<file path="config.mk">
export PLATFORM = sky130hd
export DESIGN_NAME = main_ctrl_decoder_flat
export DESIGN_NICKNAME = d
export VERILOG_FILES = /design/src/rtl/main_ctrl_decoder_pkg.sv /design/src/rtl/main_ctrl_decoder_if.sv /design/src/rtl/main_ctrl_comb.sv /design/src/rtl/main_ctrl_decoder.sv /design/src/flat_wrapper.sv
export SDC_FILE = /design/constraint.sdc
export NUM_CORES = 1
export LEC_CHECK = 0
export CAP_MARGIN = 20
export CORE_MARGIN = 2
export CORE_UTILIZATION = 44
export CTS_BUF_LIST = sky130_fd_sc_hd__clkbuf_8
export DETAILED_ROUTE_END_ITERATION = 10
export PLACE_DENSITY = 0.77
export SETUP_SLACK_MARGIN = 0.2
export SLEW_MARGIN = 30
export SYNTH_ARGS = -nofsm -noshare
export SYNTH_HDL_FRONTEND = slang
export SYNTH_SLANG_ARGS = --single-unit
</file>
<file path="constraint.sdc">
create_clock -name clk -period 0.8 [get_ports clk]
set_clock_uncertainty 0.05 [all_clocks]
set_input_delay 0.16 -clock clk [delete_from_list [all_inputs] [get_ports clk]]
set_output_delay 0.16 -clock clk [all_outputs]
set_load 0.01 [all_outputs]
</file>
<file path="src/rtl/main_ctrl_decoder_pkg.sv">
// Shared CPU control definitions: opcodes, control-word bit map and encodings.
// The datapath imports this package too, so field positions live in one place.
package cpu_ctrl_pkg;

    localparam int unsigned SIG_W = 14;

    typedef logic [SIG_W-1:0] ctrl_word_t;

    localparam logic [5:0] OP_RTYPE = 6'h00;
    localparam logic [5:0] OP_J     = 6'h02;
    localparam logic [5:0] OP_JAL   = 6'h03;
    localparam logic [5:0] OP_BEQ   = 6'h04;
    localparam logic [5:0] OP_BNE   = 6'h05;
    localparam logic [5:0] OP_ADDI  = 6'h08;
    localparam logic [5:0] OP_ADDIU = 6'h09;
    localparam logic [5:0] OP_SLTI  = 6'h0A;
    localparam logic [5:0] OP_SLTIU = 6'h0B;
    localparam logic [5:0] OP_ANDI  = 6'h0C;
    localparam logic [5:0] OP_ORI   = 6'h0D;
    localparam logic [5:0] OP_XORI  = 6'h0E;
    localparam logic [5:0] OP_LUI   = 6'h0F;
    localparam logic [5:0] OP_COP0  = 6'h10;
    localparam logic [5:0] OP_LB    = 6'h20;
    localparam logic [5:0] OP_LW    = 6'h23;
    localparam logic [5:0] OP_LBU   = 6'h24;
    localparam logic [5:0] OP_SB    = 6'h28;
    localparam logic [5:0] OP_SW    = 6'h2B;

    localparam int unsigned SIG_MEMBYTE   = 13;
    localparam int unsigned SIG_ALUOP     = 12;
    localparam int unsigned SIG_SA        = 11;
    localparam int unsigned SIG_SB_HI     = 10;
    localparam int unsigned SIG_SB_LO     = 9;
    localparam int unsigned SIG_REGDST_HI = 8;
    localparam int unsigned SIG_REGDST_LO = 7;
    localparam int unsigned SIG_MEM2REG   = 6;
    localparam int unsigned SIG_REGW      = 5;
    localparam int unsigned SIG_MEMR      = 4;
    localparam int unsigned SIG_MEMW      = 3;
    localparam int unsigned SIG_PCS       = 2;
    localparam int unsigned SIG_PCWC      = 1;
    localparam int unsigned SIG_PCW       = 0;

    typedef enum logic [1:0] {
        SB_RB   = 2'd0,
        SB_FOUR = 2'd1,
        SB_SEXT = 2'd2,
        SB_SHL2 = 2'd3
    } sb_sel_e;

    typedef enum logic [1:0] {
        RD_RT  = 2'd0,
        RD_RD  = 2'd1,
        RD_R31 = 2'd2
    } regdst_e;

    function automatic ctrl_word_t make_cw(
        input logic    membyte,
        input logic    aluop,
        input logic    sa,
        input sb_sel_e sb,
        input regdst_e rd,
        input logic    mem2reg,
        input logic    regw,
        input logic    memr,
        input logic    memw,
        input logic    pcs,
        input logic    pcwc,
        input logic    pcw
    );
        ctrl_word_t w;
        w                            = '0;
        w[SIG_MEMBYTE]               = membyte;
        w[SIG_ALUOP]                 = aluop;
        w[SIG_SA]                    = sa;
        w[SIG_SB_HI:SIG_SB_LO]       = sb;
        w[SIG_REGDST_HI:SIG_REGDST_LO] = rd;
        w[SIG_MEM2REG]               = mem2reg;
        w[SIG_REGW]                  = regw;
        w[SIG_MEMR]                  = memr;
        w[SIG_MEMW]                  = memw;
        w[SIG_PCS]                   = pcs;
        w[SIG_PCWC]                  = pcwc;
        w[SIG_PCW]                   = pcw;
        return w;
    endfunction

    //                                  mb    alu   sa    sb       rd      m2r   rw    mr    mw    pcs   pcwc  pcw
    localparam ctrl_word_t CW_RTYPE = make_cw(1'b0, 1'b1, 1'b1, SB_RB,   RD_RD,  1'b0, 1'b1, 1'b0, 1'b0, 1'b0, 1'b0, 1'b0);
    localparam ctrl_word_t CW_J     = make_cw(1'b0, 1'b0, 1'b0, SB_RB,   RD_RT,  1'b0, 1'b0, 1'b0, 1'b0, 1'b0, 1'b0, 1'b1);
    localparam ctrl_word_t CW_JAL   = make_cw(1'b0, 1'b0, 1'b0, SB_FOUR, RD_R31, 1'b0, 1'b1, 1'b0, 1'b0, 1'b0, 1'b0, 1'b1);
    localparam ctrl_word_t CW_BR    = make_cw(1'b0, 1'b0, 1'b0, SB_SHL2, RD_RT,  1'b0, 1'b0, 1'b0, 1'b0, 1'b0, 1'b1, 1'b0);
    localparam ctrl_word_t CW_IMM   = make_cw(1'b0, 1'b0, 1'b1, SB_SEXT, RD_RT,  1'b0, 1'b1, 1'b0, 1'b0, 1'b0, 1'b0, 1'b0);
    localparam ctrl_word_t CW_LW    = make_cw(1'b0, 1'b0, 1'b1, SB_SEXT, RD_RT,  1'b1, 1'b1, 1'b1, 1'b0, 1'b0, 1'b0, 1'b0);
    localparam ctrl_word_t CW_LB    = make_cw(1'b1, 1'b0, 1'b1, SB_SEXT, RD_RT,  1'b1, 1'b1, 1'b1, 1'b0, 1'b0, 1'b0, 1'b0);
    localparam ctrl_word_t CW_SW    = make_cw(1'b0, 1'b0, 1'b1, SB_SEXT, RD_RT,  1'b0, 1'b0, 1'b0, 1'b1, 1'b0, 1'b0, 1'b0);
    localparam ctrl_word_t CW_SB    = make_cw(1'b1, 1'b0, 1'b1, SB_SEXT, RD_RT,  1'b0, 1'b0, 1'b0, 1'b1, 1'b0, 1'b0, 1'b0);

endpackage

</file>
<file path="src/rtl/main_ctrl_decoder_if.sv">
// Opcode-in / control-word-out bundle between instruction latch and datapath FSM.
interface main_ctrl_decoder_if;
    import cpu_ctrl_pkg::*;

    logic [5:0] op;
    ctrl_word_t signal;
    logic       illegal_op;

    modport master (output op, input signal, input illegal_op);
    modport slave  (input op, output signal, output illegal_op);
endinterface

</file>
<file path="src/rtl/main_ctrl_comb.sv">
// Purely combinational opcode decode table; COP0 decodes to an inert word
// but is legal because the datapath services it directly.
module main_ctrl_comb
    import cpu_ctrl_pkg::*;
(
    input  logic [5:0] i_op,
    output ctrl_word_t o_signal,
    output logic       o_illegal
);

    always_comb begin
        o_signal  = '0;
        o_illegal = 1'b0;
        case (i_op)
            OP_RTYPE:                        o_signal = CW_RTYPE;
            OP_J:                            o_signal = CW_J;
            OP_JAL:                          o_signal = CW_JAL;
            OP_BEQ, OP_BNE:                  o_signal = CW_BR;
            OP_ADDI, OP_ADDIU, OP_SLTI, OP_SLTIU,
            OP_ANDI, OP_ORI, OP_XORI, OP_LUI: o_signal = CW_IMM;
            OP_LW:                           o_signal = CW_LW;
            OP_LB, OP_LBU:                   o_signal = CW_LB;
            OP_SW:                           o_signal = CW_SW;
            OP_SB:                           o_signal = CW_SB;
            OP_COP0:                         o_signal = '0;
            default:                         o_illegal = 1'b1;
        endcase
    end

endmodule

</file>
<file path="src/rtl/main_ctrl_decoder.sv">
// Main control decoder: registers the combinational decode so the control word
// is valid one cycle after the opcode is latched. Reset clears to an inert word.
module main_ctrl_decoder #(
    parameter int unsigned SIG_W = 14
) (
    input  logic                clk,
    input  logic                rst,
    main_ctrl_decoder_if.slave  ctrl
);

    logic [SIG_W-1:0] w_signal;
    logic             w_illegal;
    logic [SIG_W-1:0] r_signal;
    logic             r_illegal;

    main_ctrl_comb u_comb (
        .i_op      (ctrl.op),
        .o_signal  (w_signal),
        .o_illegal (w_illegal)
    );

    always_ff @(posedge clk or posedge rst) begin
        if (rst) begin
            r_signal  <= '0;
            r_illegal <= 1'b0;
        end else begin
            r_signal  <= w_signal;
            r_illegal <= w_illegal;
        end
    end

    assign ctrl.signal     = r_signal;
    assign ctrl.illegal_op = r_illegal;

endmodule

</file>
<file path="src/flat_wrapper.sv">
// flat-port wrapper written by rule: the top's interface ports become plain ports
module main_ctrl_decoder_flat 
#(
    parameter int unsigned SIG_W = 14
)
  (clk, rst, ctrl_op, ctrl_signal, ctrl_illegal_op);
  main_ctrl_decoder_if ctrl_i ();
  input  logic clk;
  input  logic rst;
  input wire logic [$bits(ctrl_i.op)-1:0] ctrl_op;
  output wire logic [$bits(ctrl_i.signal)-1:0] ctrl_signal;
  output wire logic [$bits(ctrl_i.illegal_op)-1:0] ctrl_illegal_op;
  assign ctrl_i.op = ctrl_op;
  assign ctrl_signal = ctrl_i.signal;
  assign ctrl_illegal_op = ctrl_i.illegal_op;
  main_ctrl_decoder #(.SIG_W(SIG_W)) u_core (.clk(clk), .rst(rst), .ctrl(ctrl_i));
endmodule
</file>
---- After elaboration in Yosys (flattened, before gate mapping) ----
Cells that the tools add are included.
cells by class
  equality and inequality tests ........... 18
  multiplexer cells ....................... 2
  reductions and logical operators ........ 5
operators by type and width
  operator              count
  $pmux W14 S9          1
  $eq A6 B4 Y1 const B  8
  $eq A6 B6 Y1 const B  5
  $reduce_or A19 Y1     1
  $eq A6 B2 Y1 const B  2
  $eq A6 B3 Y1 const B  2
  $reduce_or A8 Y1      1
  $eq A6 B5 Y1 const B  1
  $logic_not A6 Y1      1
  $reduce_or A2 Y1      2
  $mux W1               1
storage, ports and cells
  register bits after elaboration ......... 15
  input port bits ......................... 8
  output and inout bits ................... 15
  word-level logic and storage cells ...... 27

---- Longest topological paths before layout ----
Gate-level depths: netlist of the first run.
  word-level depth ........................ 3
  depth in mapped cells ................... 5

---- Modules after synthesis ----
A second synthesis of the first run with hierarchy kept.
second synthesis, totals
  cell total of the unflattened synthesis .. 65
  area, all modules ....................... 686.9 µm²
by module, submodules not included
  module             times used  cells an instance  area an instance (µm²)  seq. area each (µm²)
  main_ctrl_decoder  1           16                 379.1                   375.4
  main_ctrl_comb     1           49                 307.8                   0.0

---- Worst setup path before layout of the first run ----
OpenSTA, ideal clock, no wires.
  kind .................................... input port to flip-flop
  start point ............................. input ctrl_op[1]
  end point ............................... register u_core.r_signal[6], in the netlist u_core.ctrl.signal[6]
  arrival ................................. 0.878 ns
  data required time ...................... 0.639 ns
  setup slack ............................. -0.239 ns
  stages .................................. 3
  cells stage by stage .................... buf_6 -> or2_2 -> a2111oi_2
on the way
  cells in the longest elaborated chain, start to end .. 3
  elaborated cells between the ends (all ways) .. 22
ends and longest elaborated chain
  item                                      line                     text
  start, declared                           flat_wrapper.sv:10       input wire logic [$bits(ctrl_i.op)-1:0] ctrl_op;
  $eq A6 B4 Y1 (tied with other cells)      main_ctrl_comb.sv:14     case (i_op)
  $reduce_or A8 Y1 (tied with other cells)  n/a
  $pmux W14 S9 *                            main_ctrl_comb.sv:14
  end signal, assigned                      main_ctrl_decoder.sv:27  r_signal <= w_signal;
  end, declared                             main_ctrl_decoder.sv:13  logic [SIG_W-1:0] r_signal;
Every way passes the cells marked *; elsewhere a longest branch is shown, timed or not.

---- Final worst setup path of the first run ----
  start point ............................. register u_core.r_signal[1], in the netlist u_core.ctrl.signal[1]
  end point ............................... output ctrl_signal[1]
RTL lines
  item           line                text
  end, declared  flat_wrapper.sv:11  output wire logic [$bits(ctrl_i.signal)-1:0] ctrl_signal;
No word-level cell between the ends.

==> metrics.md, run 1 <==
| Metric | Value |
|---|---|
| Routed WL | `approximately 2100 um` |
| Commonest cells in the netlist | `dfrtp_1, nor2_1, a21oi_1` |
| Unrepaired setup endpoints after global routing | `true` |
| Pin count of the biggest net entering global routing | `13` |
| Post-synth EDFFs | `0` |
| Synth Flop Type | `dfrtp_1` |
| Yosys Warn Count | `0` |
| Net Count, Synth | `71` |
| Core area | `between 0.001 and 0.0015 mm^2` |
| CTS sink count | `12` |
| Hpwl dp | `slightly below 1000 um` |
| Tcrit/Tclk final | `124%` |
| Buf/Inv on CP | `1` |
| Synth top area share | `between 40% and 50%` |
| First-pass GRT wire length | `approximately 3000 um` |
| Seq pwr share | `~40%` |
| CP Data Arrival Time | `780 ps` |
| Switching Share | `27.0%` |
| Routed WL per cell | `18.6 um` |
| Synth async-reset ratio | `between 90% and 100%` |
| Root buf cell | `clkbuf_8` |
| Delay-heaviest family, CP | `flip-flops` |
| Pins Over Slew Limit | `0` |
| Synth area leaders | `dfrtp_1, a2111oi_2, a2111oi_4` |
| CP required | `roughly 600 ps` |
| Remaining antenna violation count after routing | `0` |
| Drt drc | `0` |
| PwrDens | `approximately 1500 mW/mm^2` |
| Die height | `about 42 um` |
| PnR worst setup slack | `-189 ps` |
| Final std cells w/o fill | `around 110` |
| CP max stage delay | `around 390 ps` |
| Die area | `about 0.0017 mm^2` |
| Nets@finish | `approximately 110` |
| Crit-path slowest cell | `dfrtp_1` |
| Synthesis-to-finish area growth | `73.5%` |
| Vias post-DR | `roughly 640` |
| Mapped Cells | `63` |
| Failing checks | `setup timing` |
| CP max FO | `1` |
| Worst-path cell chain | `buf_2` |
| Layout fillers | `66` |
| Initial antenna violation count | `0` |
| I/O pins | `23` |
| Die width | `approximately 42 um` |
| Final instance area | `0.00109 mm^2` |
| Cell taking the most area after synthesis | `dfrtp_1` |
| Clock-pin slew on the worst setup and hold paths | `about 50 ps` |
| PortBufs | `21` |
| Status | `complete, but fails checks` |
| Register bit count reported by yosys | `12` |
| Vias in the first global route | `607` |
| Sequential element share of the synthesized area | `a little under half` |
| Setup CP Type | `reg2out` |
| Gpl congestion | `roughly 0.88` |
| Most frequent cell after synthesis | `dfrtp_1` |
| Starting Density | `between 40% and 50%` |
| Hold Path Class | `in2reg` |
| Net switching power | `0.000427 W` |
| CTS H-tree depth | `1` |
| Number of diodes | `0` |
| Placement Rows | `13` |
| Critical Path End Type | `output pin` |
| Clock Tree Buf Depth | `2` |
| Total gr overflow | `0` |
| Peak Freq | `1010 MHz` |
| Combinational Power Share | `26.2%` |
| 1st-iter DRT viols | `6` |
| Proportion of layout cells with a drive suffix above 1 | `69.1%` |
| IR Drop Worst-Case VDD | `~0.8 mV` |
| GR Util All Layers | `between 20% and 30%` |
| Post-DP Area | `921 um^2` |
| CTS Buf Count | `3` |
| CP startpoint kind | `flip-flop` |
| Final Hold Fails | `0` |
| Internal power | `roughly 0.0012 W` |
| LEAKAGE | `roughly 0.50 nW` |
| DP Cell Count | `103` |
| Final setup fails | `19` |
| Drt pass-1 iters | `4` |
| Cell Area, Synth | `628 um^2` |
| Post-route minimum period | `between 900 and 1000 ps` |
| Distinct cell type count after synthesis | `25` |
| CTS tree | `built` |
| Synth Area per Inst | `~10 um^2` |
| Max cap viols | `0` |
| Clock share of power | `between 30 and 40%` |
| Number of vias per cell | `between 5 and 6` |
==> flip-flops by register name, summed over array words and instances (netlist names) <==
signal / flops
u_core.ctrl.illegal_op: 1
u_core.ctrl.signal: 11
==> cells by family (layout without fill, tap and decap cells) <==
group | count (synthesis) | in the layout | share of synthesized area [%]
DFF | 12 | 12 | 47.8
and+or+nand+nor | 23 | 23 | 19.3
buffers and inverters | 11 | 45 | 11.2
other | 1 | 1 | 0.597
AOI/OAI and AO/OA | 16 | 16 | 21.1
==> power by group through the flow <==
stage / clock network (W) / registers, W / logic [W]
6_report: 0.000532 / 0.000636 / 0.000415
5_1_grt: 0.000552 / 0.000638 / 0.000436
4_1_cts: 0.000545 / 0.000635 / 0.000352
3_5_place_dp: 0 / 0.000646 / 0.000307
3_3_place_gp: 0 / 0.000645 / 0.000301
2_1_floorplan: 0 / 0.000659 / 0.000160
==> final timing paths <==
path	startpoint	to	depth (start not counted)
min in group asynchronous	rst	u_core.ctrl.signal[10]	3
worst max-delay path	u_core.ctrl.signal[1]	ctrl_signal[1]	1
worst min-delay path	ctrl_op[1]	u_core.ctrl.signal[10]	2
max in group asynchronous	rst	u_core.ctrl.signal[9]	3
==> cell type report <==
| class | count | area [um^2] | area share, % |
|---|---|---|---|
| clock buffers | 3 | 41.3 | 3.79 |
| inverters | 4 | 23.8 | 2.18 |
| repair buffers | 38 | 327 | 30.0 |
| multi-input cells | 40 | 379 | 34.8 |
| well taps | 15 | 18.8 | 1.72 |
| flip-flops and latches | 12 | 300 | 27.6 |
==> what timing repair did <==
| action | 4_1_cts | 5_1_grt |
|---|---|---|
| resized for setup | 112 | 17 |
| cloned | 1 | 0 |
| pin swaps | 13 | 5 |
| hold buffers | 0 | 0 |
| setup endpoints to repair | 26 | 26 |
| setup buffers | 5 | 0 |
| endpoints found under the hold margin | 0 | 0 |
==> cell usage in the layout, fill, tap and decap left out, types with 2 or more instances in the layout <==
| cell | instances |
|---|---|
| buf_8 | 2 |
| buf_2 | 14 |
| clkbuf_8 | 3 |
| nor2_1 | 4 |
| nand2_1 | 4 |
| buf_6 | 9 |
| nor3_4 | 2 |
| a21oi_2 | 4 |
| buf_12 | 2 |
| inv_1 | 2 |
| dfrtp_1 | 12 |
| o21ai_2 | 3 |
| buf_4 | 10 |
| nor2_2 | 3 |
| a2111oi_4 | 2 |
==> layer usage <==
layer	part of all wire [%]	track usage, %	wire length (um)	up-vias
met4	2.7	7.74	56	0
met3	6.9	5.65	143	6
li1	-	-	-	286
met1	38	28.8	787	303
met5	0	0	0	-
met2	53	36.6	1100	40
==> through the flow <==
step	setup WS, ps	util (%)	power, W	hold slack [ps]	setup TNS (ps)
after floorplan	-155	-	0.000819	-25.3	-667
after global placement	-753	69.9	0.000946	427	-11610
after detailed placement	-773	69.9	0.000952	426	-11960
after CTS	-159	77.8	0.00153	47.1	-2020
after global routing	-194	82.7	0.00163	82.2	-2540
final	-189	82.7	0.00158	76.4	-2160
No activity file was read; power rests on OpenSTA's default activity.
==> run 2: changes to the inputs <==
Settings changed: CORE_UTILIZATION 44 to 35, PLACE_DENSITY 0.77 to 0.62, SYNTH_HIERARCHICAL from default to 1.
==> metrics.md, run 2 <==
| Metric | Value |
|---|---|
| Peak Freq | `roughly 1100 MHz` |
| CTS H-tree depth | `1` |
| 1st-iter DRT viols | `4` |
| CP max FO | `1` |
| Cell taking the most area after synthesis | `dfrtp_1` |
| Root buf cell | `clkbuf_8` |
| Die width | `48.3 um` |
| Most frequent cells in the layout | `dfrtp_1, buf_6, buf_4, buf_2, buf_12` |
| Max cap viols | `0` |
| CTS Buf Count | `3` |
| Synth top area share | `54.6%` |
| Cell Area, Synth | `687 um^2` |
| PnR worst setup slack | `-150 ps` |
| Gpl congestion | `0.799` |
| CTS sink count | `15` |
| Net Count, Synth | `73` |
| Placement Rows | `16` |
| Final std cells w/o fill | `138` |
| Post-route minimum period | `between 900 and 1000 ps` |
| Clock Tree Buf Depth | `2` |
| Die area | `around 0.0023 mm^2` |
| Buf/Inv on CP | `1` |
| CP Data Arrival Time | `740 ps` |
| Nets@finish | `120` |
| Status | `complete, but fails checks` |
| Vias post-DR | `650` |
| Pin count of the biggest net entering global routing | `16` |
| Unrepaired setup endpoints after global routing | `true` |
| Synth async-reset ratio | `100%` |
| I/O pins | `23` |
| Vias in the first global route | `approximately 640` |
| Seq pwr share | `a little over two fifths` |
| Synthesis-to-finish area growth | `98.4%` |
| Final setup fails | `23` |
| Switching Share | `around a quarter` |
| Most frequent cell after synthesis | `dfrtp_1` |
| Worst-path cell chain | `buf_2` |
| Setup CP Type | `reg2out` |
| GR Util All Layers | `between 10% and 20%` |
| Clock share of power | `between 30% and 40%` |
| PortBufs | `22` |
| Initial antenna violation count | `0` |
| Net switching power | `0.000458 W` |
| Mapped Cells | `65` |
| CP startpoint kind | `flip-flop` |
| Commonest cells in the netlist | `dfrtp_1, inv_1, nand2_1, nor2_1` |
| Starting Density | `between 30% and 40%` |
| Synth Flop Type | `dfrtp_1` |
| Delay-heaviest family, CP | `flip-flops` |
| CTS tree | `built` |
| Distinct cell type count after synthesis | `30` |
| LEAKAGE | `about 0.65 nW` |
| Total gr overflow | `0` |
| Number of flip-flops in the largest register | `14` |
| CP required | `between 500 and 600 ps` |
| Drt pass-1 iters | `4` |
| Setup TNS | `-2380 ps` |
| Number of diodes | `0` |
| Final Hold Fails | `0` |
| IR Drop Worst-Case VDD | `around 0.90 mV` |
| Sequential element share of the synthesized area | `54.6%` |
| Hold Path Class | `in2reg` |
| Combinational Power Share | `between 20% and 30%` |
| Core area | `0.00190 mm^2` |
| Drt drc | `0` |
| Register bit count reported by yosys | `15` |
| Internal power | `~0.0014 W` |
| Number of vias per cell | `4.71` |
| Proportion of layout cells with a drive suffix above 1 | `between 70 and 80%` |
| Crit-path slowest cell | `dfrtp_1` |
| Pins Over Slew Limit | `0` |
| Critical Path End Type | `output pin` |
| Hpwl dp | `roughly 1100 um` |
| CP max stage delay | `360 ps` |
| Routed WL | `1990 um` |
| Remaining antenna violation count after routing | `0` |
| Failing checks | `setup timing` |
| DP Cell Count | `between 100 and 150` |
| Synth Area per Inst | `between 10 and 15 um^2` |
| Synth area leaders | `dfrtp_1, a211oi_1, buf_4` |
| Clock-pin slew on the worst setup and hold paths | `about 60 ps` |
| Tcrit/Tclk final | `119%` |
| Post-synth EDFFs | `0` |
| Routed WL per cell | `14.4 um` |
| PwrDens | `around 1400 mW/mm^2` |
| Yosys Warn Count | `6` |
| First-pass GRT wire length | `2970 um` |
| Commonest non-fill, non-tap cell in the layout | `dfrtp_1` |
| Die height | `approximately 48 um` |
| Overall Power | `0.00186 W` |
==> run 2: per-stage QoR <==
step / util, % / area [um^2] / hold slack, ps / setup slack [ps]
2_1_floorplan: - / 737 / 11.5 / -309
3_3_place_gp: 54.4 / 1030 / 431 / -746
3_5_place_dp: 54.4 / 1030 / 429 / -763
4_1_cts: 63.4 / 1210 / 122 / -153
5_1_grt: 71.6 / 1360 / 130 / -178
6_report: 71.6 / 1360 / 127 / -150
==> run 2: worst paths after layout <==
path / slack (ps) / cells after the start / start / endpoint
max: -150 / 1 / u_core/ctrl.signal[10] / ctrl_signal[10]
max in group asynchronous: 410 / 3 / rst / u_core/ctrl.signal[9]
min: 130 / 2 / ctrl_op[1] / u_core/ctrl.illegal_op
min in group asynchronous: 170 / 3 / rst / u_core/ctrl.signal[2]
==> run 2: per-layer routing <==
metal | global-route usage (%) | share of wire (%) | vias up
met4 | 10.5 | 2.4 | 0
met3 | 4.63 | 5.1 | 6
met1 | 19.5 | 39 | 305
met5 | 0 | 0 | -
li1 | - | - | 313
met2 | 28.2 | 53 | 26
==> run 2: final cells by class <==
type / instances / area, um^2
clock buffers: 3 / 41.3
multi-input cells: 36 / 362
repair buffers: 51 / 523
inverters: 5 / 23.8
well taps: 27 / 33.8
flip-flops and latches: 15 / 375
clock inverters: 1 / 3.75
fillers: 137 / 539
==> run 2: cells by family (layout without fill, tap and decap cells) <==
logic type	count (synthesis)	after routing	share of synthesized area (%)
AND/OR/NAND/NOR	20	20	16.0
other	1	1	0.546
buffers and inverters	14	60	12.0
flip-flops	15	15	54.6
AO/OA/AOI/OAI	15	15	16.8
==> run 2: what timing repair did <==
action                     CTS  global route
hold endpoints to repair     0             0
gates resized for setup    131            17
cloned                       1             0
setup endpoints to repair   29            29
buffers inserted             4             9
hold buffers                 0             0
pin swaps                   10            11
==> run 2: power by group through the flow <==
stage | clock [W] | sequential, W | combinational (W)
after floorplan | 0 | 0.000821 | 0.000152
after global placement | 0 | 0.000805 | 0.000320
after detailed placement | 0 | 0.000805 | 0.000320
after CTS | 0.000582 | 0.000791 | 0.000407
after global routing | 0.000627 | 0.000795 | 0.000526
final | 0.000572 | 0.000791 | 0.000497
